$ cat src/rtl/dma_access_arbiter_pkg.sv
// vrased_mem_map_pkg: protected memory map, reset handler and arbiter state encoding
package vrased_mem_map_pkg;
  localparam logic [15:0] SDATA_BASE    = 16'hA000;
  localparam logic [15:0] SDATA_SIZE    = 16'h1000;
  localparam logic [15:0] CTR_BASE      = 16'h9000;
  localparam logic [15:0] CTR_SIZE      = 16'h001F;
  localparam logic [15:0] SCODE_BASE    = 16'hE000;
  localparam logic [15:0] SCODE_SIZE    = 16'h1000;
  localparam logic [15:0] RESET_HANDLER = 16'h0000;
  localparam logic [3:0]  MAX_BURST     = 4'd8;
  typedef enum logic [2:0] {IDLE, OWN0, OWN1, LOCK, FAULT} state_t;
endpackage

$ cat src/rtl/dma_access_arbiter_if.sv
// dma_access_arbiter_if: requester/PC inputs and arbitrated DMA port outputs
interface dma_access_arbiter_if;
  logic [15:0] pc;
  logic        req0;
  logic [15:0] addr0;
  logic        req1;
  logic [15:0] addr1;
  logic        gnt0;
  logic        gnt1;
  logic        dma_en;
  logic [15:0] dma_addr;
  logic        dma_fault;
  modport master (output pc, req0, addr0, req1, addr1, input gnt0, gnt1, dma_en, dma_addr, dma_fault);
  modport slave  (input pc, req0, addr0, req1, addr1, output gnt0, gnt1, dma_en, dma_addr, dma_fault);
endinterface

$ cat src/rtl/dma_access_arbiter_addr_range_chk.sv
// addr_range_chk: half-open [BASE, BASE+SIZE) hit test, widened so the top bound cannot wrap
module addr_range_chk #(
  parameter logic [15:0] BASE = 16'h0000,
  parameter logic [15:0] SIZE = 16'h0001
) (
  input  logic [15:0] addr,
  output logic        hit
);
  assign hit = ({1'b0, addr} >= {1'b0, BASE}) && ({1'b0, addr} < ({1'b0, BASE} + {1'b0, SIZE}));
endmodule

$ cat src/rtl/dma_access_arbiter.sv
// dma_access_arbiter: round-robin burst arbiter for the DMA port with SDATA/CTR blocking and SW-Att lockout
module dma_access_arbiter
  import vrased_mem_map_pkg::*;
(
  input logic              clk,
  input logic              reset_n,
  dma_access_arbiter_if.slave bus
);
  logic sd0, ct0, sd1, ct1, in_scode;
  logic prot0, prot1, sel1, req_s, prot_s, own, dma_en;
  logic [15:0] addr_s;
  state_t state, state_nxt;
  logic last, last_nxt;
  logic [3:0] cnt, cnt_nxt;
  addr_range_chk #(.BASE(SDATA_BASE), .SIZE(SDATA_SIZE)) u_sd0 (.addr(bus.addr0), .hit(sd0));
  addr_range_chk #(.BASE(CTR_BASE),   .SIZE(CTR_SIZE))   u_ct0 (.addr(bus.addr0), .hit(ct0));
  addr_range_chk #(.BASE(SDATA_BASE), .SIZE(SDATA_SIZE)) u_sd1 (.addr(bus.addr1), .hit(sd1));
  addr_range_chk #(.BASE(CTR_BASE),   .SIZE(CTR_SIZE))   u_ct1 (.addr(bus.addr1), .hit(ct1));
  addr_range_chk #(.BASE(SCODE_BASE), .SIZE(SCODE_SIZE)) u_sc  (.addr(bus.pc),    .hit(in_scode));
  assign prot0  = sd0 | ct0;
  assign prot1  = sd1 | ct1;
  assign sel1   = state == OWN1;
  assign own    = state == OWN0 || state == OWN1;
  assign req_s  = sel1 ? bus.req1 : bus.req0;
  assign prot_s = sel1 ? prot1 : prot0;
  assign addr_s = sel1 ? bus.addr1 : bus.addr0;
  assign dma_en = own & req_s & ~prot_s & ~in_scode;
  assign bus.dma_en    = dma_en;
  assign bus.dma_addr  = dma_en ? addr_s : 16'h0000;
  assign bus.gnt0      = state == OWN0;
  assign bus.gnt1      = state == OWN1;
  assign bus.dma_fault = state == FAULT;
  // State, round-robin bit and beat counter registers
  always_ff @(posedge clk or negedge reset_n) begin
    if (!reset_n) begin
      state <= IDLE;
      last  <= 1'b1;
      cnt   <= 4'd0;
    end else begin
      state <= state_nxt;
      last  <= last_nxt;
      cnt   <= cnt_nxt;
    end
  end
  // Next state: fault beats lock, lock beats burst end, burst end beats continuing
  always_comb begin
    state_nxt = state;
    last_nxt  = last;
    cnt_nxt   = cnt;
    case (state)
      IDLE: begin
        cnt_nxt = 4'd0;
        if (in_scode) state_nxt = LOCK;
        else if (bus.req0 && bus.req1) state_nxt = last ? OWN0 : OWN1;
        else if (bus.req0) state_nxt = OWN0;
        else if (bus.req1) state_nxt = OWN1;
      end
      OWN0, OWN1: begin
        if (req_s && prot_s) state_nxt = FAULT;
        else if (in_scode) state_nxt = LOCK;
        else if (!req_s || (dma_en && cnt == MAX_BURST - 4'd1)) begin
          state_nxt = IDLE;
          last_nxt  = sel1;
        end else cnt_nxt = cnt + {3'b000, dma_en};
      end
      LOCK:    state_nxt = in_scode ? LOCK : IDLE;
      FAULT:   state_nxt = (bus.pc == RESET_HANDLER && !(bus.req0 && prot0) && !(bus.req1 && prot1)) ? IDLE : FAULT;
      default: state_nxt = IDLE;
    endcase
  end
endmodule

$ cat src/flat_wrapper.sv
// flat-port wrapper written by rule: the top's interface ports become plain ports
module dma_access_arbiter_flat import vrased_mem_map_pkg::*;
  (clk, reset_n, bus_pc, bus_req0, bus_addr0, bus_req1, bus_addr1, bus_gnt0, bus_gnt1, bus_dma_en, bus_dma_addr, bus_dma_fault);
  dma_access_arbiter_if bus_i ();
  input logic clk;
  input logic reset_n;
  input wire logic [$bits(bus_i.pc)-1:0] bus_pc;
  input wire logic [$bits(bus_i.req0)-1:0] bus_req0;
  input wire logic [$bits(bus_i.addr0)-1:0] bus_addr0;
  input wire logic [$bits(bus_i.req1)-1:0] bus_req1;
  input wire logic [$bits(bus_i.addr1)-1:0] bus_addr1;
  output wire logic [$bits(bus_i.gnt0)-1:0] bus_gnt0;
  output wire logic [$bits(bus_i.gnt1)-1:0] bus_gnt1;
  output wire logic [$bits(bus_i.dma_en)-1:0] bus_dma_en;
  output wire logic [$bits(bus_i.dma_addr)-1:0] bus_dma_addr;
  output wire logic [$bits(bus_i.dma_fault)-1:0] bus_dma_fault;
  assign bus_i.pc = bus_pc;
  assign bus_i.req0 = bus_req0;
  assign bus_i.addr0 = bus_addr0;
  assign bus_i.req1 = bus_req1;
  assign bus_i.addr1 = bus_addr1;
  assign bus_gnt0 = bus_i.gnt0;
  assign bus_gnt1 = bus_i.gnt1;
  assign bus_dma_en = bus_i.dma_en;
  assign bus_dma_addr = bus_i.dma_addr;
  assign bus_dma_fault = bus_i.dma_fault;
  dma_access_arbiter u_core (.clk(clk), .reset_n(reset_n), .bus(bus_i));
endmodule
$ cat config.mk
export PLATFORM = sky130hd
export DESIGN_NAME = dma_access_arbiter_flat
export DESIGN_NICKNAME = d
export VERILOG_FILES = /design/src/rtl/dma_access_arbiter_pkg.sv /design/src/rtl/dma_access_arbiter_if.sv /design/src/rtl/dma_access_arbiter_addr_range_chk.sv /design/src/rtl/dma_access_arbiter.sv /design/src/flat_wrapper.sv
export SDC_FILE = /design/constraint.sdc
export NUM_CORES = 1
export LEC_CHECK = 0
export ABC_AREA = 1
export CAP_MARGIN = 20
export CORE_MARGIN = 2
export CORE_UTILIZATION = 40
export CTS_BUF_LIST = sky130_fd_sc_hd__clkbuf_16
export CTS_CLUSTER_SIZE = 24
export DETAILED_ROUTE_END_ITERATION = 10
export DONT_BUFFER_PORTS = 1
export PLACE_DENSITY = 0.53
export SETUP_SLACK_MARGIN = 0.1
export SLEW_MARGIN = 10
export SYNTH_ARGS = -nofsm -noshare
export SYNTH_HDL_FRONTEND = slang
export SYNTH_HIERARCHICAL = 1
export SYNTH_SLANG_ARGS = --single-unit
$ cat constraint.sdc
create_clock -name clk -period 5.4 [get_ports clk]
set_input_delay 0.81 -clock clk [delete_from_list [all_inputs] [get_ports clk]]
set_output_delay 0.81 -clock clk [all_outputs]
set_load 0.005 [all_outputs]
; ---- Yosys cells after proc, flatten, opt, wreduce, memory -nomap -nowiden
; Index checks and enable logic that the tools add are counted.
[op_classes]
bitwise_logic = 8
n_eq_ne = 10
muxes = 19
magnitude_cmp = 10
n_addsub = 1
reduce_logical = 24
[ops]
columns = op, n
row1 = $ge A16 B16 Y1 const B, 5
row2 = $lt A16 B16 Y1 const B, 5
row3 = $mux W16, 2
row4 = $mux W3, 8
row5 = $logic_not A16 Y1, 1
row6 = $logic_and A1 B1 Y1, 12
row7 = $mux W4, 3
row8 = $pmux W3 S4, 1
row9 = $pmux W4 S2, 1
row10 = $reduce_and A4 Y1, 2
row11 = $eq A3 B2 Y1 const B, 2
row12 = $ne A2 B2 Y1 const B, 3
row13 = $ne A5 B3 Y1 const B, 1
row14 = $add A4 B1 Y4, 1
row15 = $eq A4 B3 Y1 const B, 1
row16 = $mux W2, 2
row17 = $ne A4 B1 Y1 const B, 1
row18 = $and A1 B1 Y1, 3
row19 = $eq A3 B1 Y1 const B, 1
row20 = $eq A3 B3 Y1 const B, 1
row21 = $logic_not A1 Y1, 3
row22 = $logic_not A3 Y1, 1
row23 = $not A1 Y1, 3
row24 = $logic_or A1 B1 Y1, 2
row25 = 5 further kinds, 7
[word_totals]
out_inout_bits = 20
reg_bits = 8
elab_cells = 75
inputBits = 52

; ---- Longest topological paths before layout
[logic_depth]
depth_word = 13
mapped_depth = 18
ltp_nobuf = 17

; ---- Modules after synthesis
; Netlist, hierarchy kept.
[by_module_without_submodules]
columns = mod, n_inst, cells_each, seq_area_each_um2, area_each_um2
row1 = dma_access_arbiter, 1, 154, 201.4, 960.9
row2 = addr_range_chk (u_core.u_ct0 ...), 2, 21, 0.0, 83.8
row3 = addr_range_chk (u_core.u_sd0 ...), 2, 5, 0.0, 21.3
row4 = addr_range_chk (u_core.u_sc), 1, 4, 0.0, 17.5

; ---- Least setup slack after synthesis
; No wires, ideal clock.
[synth_timing]
kind = input-to-output
start = in bus_addr0[6]
end = out bus_dma_addr[10]
slack_ps = 2806
cell_stages = 13
required_ps = 4590
arrival_time_ps = 1784
path_buffers = 1
cell_sequence = inv_1 nand2_1 nor2_1 nand3_1 nor2_1 nor2_1 inv_1 nand2_1 o21ai_2 nor2_4 nand2_4 buf_6 a21oi_2
[synth_between]
elab_chain_len = 8
word_cells_on_any_way = 12
classes_between = 4 x order compare / 2 x mux / 4 x bitwise / 2 x reduce/logical
[synth_lines]
columns = element, line
row1 = from (decl), flat_wrapper.sv:9  ; input wire logic [$bits(bus_i.addr0)-1:0] bus_addr0;
row2 = $ge A16 B16 Y1 or $lt A16 B16 Y1 (tied branches), dma_access_arbiter_addr_range_chk.sv:9  ; assign hit = ({1'b0, addr} >= {1'b0, BASE}) && ({1'b0, addr} < ({1'b0, BASE} + {1'b0, SIZE}));
row3 = $logic_and A1 B1 Y1 (*), dma_access_arbiter_addr_range_chk.sv:9
row4 = via u_core.ct0, dma_access_arbiter.sv:9  ; logic sd0, ct0, sd1, ct1, in_scode;
row5 = $or A1 B1 Y1 (*), dma_access_arbiter.sv:20  ; assign prot0 = sd0 | ct0;
row6 = $mux W1 (*), dma_access_arbiter.sv:25  ; assign prot_s = sel1 ? prot1 : prot0;
row7 = $not A1 Y1 (*), dma_access_arbiter.sv:27  ; assign dma_en = own & req_s & ~prot_s & ~in_scode;
row8 = $and A1 B1 Y1 (*) (2 in series), dma_access_arbiter.sv:27
row9 = $mux W16 (*), dma_access_arbiter.sv:29  ; assign bus.dma_addr = dma_en ? addr_s : 16'h0000;
row10 = to (decl), flat_wrapper.sv:15  ; output wire logic [$bits(bus_i.dma_addr)-1:0] bus_dma_addr;
; Mark *: on every way through the listed nets, which the timed path passes. The rest lies on a longest branch.

; ---- Final worst setup path
[layout_timing]
start = in bus_addr0[4]
end = out bus_dma_addr[0]
; The elaborated chain is that of the path after synthesis.

==> metrics.md <==
| Metric | Value |
|---|---|
| CTS root buffer | `clkbuf_16` |
| Row cnt | `19` |
| 1st-iter DRT viols | `20` |
| Via-to-Cell Ratio | `approximately 5` |
| Final Setup Violations | `0` |
| First-pass GRT wire length | `about 4.7 mm` |
| Register area share after synthesis | `0.1695` |
| Initial antenna violation count | `0` |
| Pwr Density | `approximately 430 nW/um^2` |
| Total Routing Usage GR | `0.1740` |
| Total number of vias | `between 1,000 and 1,500` |
| Multi-input logic area | `a little over 800 sq um` |
| Setup TNS | `0 ns` |
| Hold Crit Class | `in2async` |
| H-tree levels | `1` |
| Fin crit share | `0.5155` |
| CTS tree | `built` |
| Wire length on met2 | `around 1.3 mm` |
| CTS Sinks | `8` |
| Worst Path Arrival | `1.97 ns` |
| Synth-to-Final Area Change | `6.947%` |
| Hold slack final | `between 0.2 and 0.3 ns` |
| Highest metal used | `met4` |
| Yosys top cell area share | `0.2558` |
| Syn Area/Cell | `between 5 and 6 sq um` |
| Num CTS Buffers | `3` |
| VDD IR max | `~0.00033 V` |
| Yosys warning count | `6` |
| Post-Route M1 WL | `roughly 1.3 mm` |
| Critical path class | `in2out` |
| Rel. slew slack | `0.7840` |
| Chip Width | `a little under 60 um` |
| Min Tclk post-route | `between 2 and 3 ns` |
| DR pass1 iterations | `4` |
| Final Max Slew Viols | `0` |
| Maximum clock path buffer count | `2` |
| RSZ-0062 raised after global routing | `no` |
| Total gr overflow | `0` |
| Leak | `0.6889 nW` |
| Cell Area, Synth | `1189 sq um` |
| Fraction of layout cells with a size suffix above 1 | `0.1476` |
| # Max-Cap Violations | `0` |
| Vias in the first global route | `about 1,100` |
| FF+latch count, synth | `8` |
| Post-synthesis cell count | `between 200 and 250` |
| Yosys cell types | `26` |
| Clock Latency Late Sink | `0.23 ns` |
| Initial Util | `0.4274` |
| Final Hold Viols | `0` |
| Die area | `approximately 3400 sq um` |
| Reg area | `between 200 and 250 sq um` |
| CP max FO | `17` |
| DRC violations left | `0` |
| Syn Nets | `between 200 and 300` |
| Clk slew on worst S/H paths | `approximately 0.04 ns` |
| Post-route ant nets | `0` |
| Diode count | `0` |
| FILL cells | `roughly 290` |
| Hold buffers post-CTS | `0` |
| CORE AREA | `approximately 2800 sq um` |
| Metal3 WL | `about 240 um` |
| Top area cells in the synthesized netlist | `nand2_1 26%, dfrtp_1 15%, inv_1 12%` |
| Actual slew at the worst max-slew pin | `0.3235 ns` |
| # Post-CTS Setup Buffers | `0` |
| Nets | `around 270` |
| WL final | `around 2.9 mm` |
| F_max | `roughly 360 MHz` |
| Status | `completed` |
| Dominant cell type by area after synthesis | `nand2_1` |
| Largest net degree at the start of global routing | `26` |
| Crit start category | `primary input` |
| RD Place Congestion | `0.8603` |
| Die height | `approximately 60 um` |
| PostCTS Resize Cnt | `0` |
| I/O pin cnt | `72` |
| Post-DR wirelength/cell | `between 10 and 15 um` |
| DP HPWL | `between 2 and 2.5 mm` |
| Number of port buffers | `0` |
| Skew final | `around 0.0011 ns` |
| CP Capture Type | `primary output` |
| Data required, critical path | `~4.6 ns` |
through the flow:
step	util	std cells	worst slack [ns]	area (sq um)	power, mW
after floorplan	-	210	2.806	1189	0.3904
after global placement	0.4287	237	2.630	1192	0.4205
after detailed placement	0.4287	237	2.616	1192	0.4260
after CTS	0.4570	241	2.612	1271	0.5578
after global routing	0.4570	241	2.486	1271	0.6023
final	0.4570	241	2.616	1271	0.5516
synth_stat cells:
cell     instances
nand2_2          4
xor2_1           2
nor4_1           4
nor2_1          17
buf_6            2
ha_1             2
nor2_4           1
inv_2            1
nand3_4          1
nand2_1         81
nand3_1          9
o21ai_2          1
inv_1           37
a21oi_2         10
dfstp_2          1
nand2_4          1
and3_1           1
buf_2            1
nand4_1          3
o21ai_4          1
nand3_2          2
o21ai_0          5
a21oi_1         10
nor2_2           5
dfrtp_1          7
buf_4            1
cells by family after synthesis:
kind of cell             Yosys count  synth area share
AND/OR/NAND/NOR                  129            0.4874
buffers and inverters             42            0.1495
AO/OA/AOI/OAI                     27            0.1579
flip-flops                         8            0.1695
XOR/XNOR                           2           0.01474
adder cells (fa/ha/maj)            2           0.02105
final timing paths:
path	cells after the start	end	slack (ns)	from
setup / recovery	10	bus_dma_addr[0]	2.62	bus_addr0[4]
hold / removal	0	u_core/state[1]$_DFFE_PN0P_	0.27	reset_n
setup reg to reg	11	u_core/cnt[2]$_DFFE_PN0P_	3.05	u_core/state[2]$_DFFE_PN0P_
hold reg to reg	2	u_core/cnt[3]$_DFFE_PN0P_	0.47	u_core/cnt[3]$_DFFE_PN0P_
max in group asynchronous	0	u_core/last$_DFFE_PN1P_	4.96	reset_n
min in group clk	2	u_core/cnt[3]$_DFFE_PN0P_	0.47	u_core/cnt[3]$_DFFE_PN0P_
report_power, final:
| group | switching (mW) | total, mW | internal, mW | leakage [nW] |
|---|---|---|---|---|
| combinational | 0.234 | 0.329 | 0.0943 | 0.541 |
| clock | 0.0306 | 0.127 | 0.0965 | 0.0423 |
| sequential | 0.0176 | 0.0959 | 0.0783 | 0.105 |
flip-flops by register name, summed over array words and instances, names as in the netlist:
register and cells:
u_core/cnt 4, u_core/state 3, u_core/last 1
critical path, cell delays in order:
cell	delay, ns
nand3_1	0.06
nor2_1	0.14
nor2_1	0.07
nor2_1	0.14
inv_1	0.07
nand2_1	0.07
o21ai_2	0.09
nor2_4	0.13
nand2_4	0.16
a21oi_1	0.23
area by class of cell:
| type | count | share of cell area |
|---|---|---|
| sequential | 8 | 0.1585 |
| clock buffer | 3 | 0.05906 |
| clock inverter | 1 | 0.002953 |
| inverter | 38 | 0.1122 |
| tap | 31 | 0.03051 |
| multi-input combinational | 160 | 0.6368 |
layer usage:
metal | global-route usage | vias to the layer above
met5 | 0 | -
met4 | 0.02990 | 0
met3 | 0.04396 | 2
met2 | 0.2905 | 51
met1 | 0.2296 | 513
li1 | - | 646
placed cells by master, fill, tap and decap left out, drive strengths merged:
| master | Yosys | final |
|---|---|---|
| nand2 | 86 | 86 |
| inv | 38 | 39 |
| nor2 | 23 | 23 |
| a21oi | 20 | 20 |
| nand3 | 12 | 12 |
| dfrtp | 7 | 7 |
| o21ai | 7 | 7 |
| nor4 | 4 | 4 |
| clkbuf | 0 | 3 |
| nand4 | 3 | 3 |
| xor2 | 2 | 2 |
| ha | 2 | 2 |
| and3 | 1 | 1 |
| dfstp | 1 | 1 |
No activity file was read; power rests on OpenSTA's default activity.
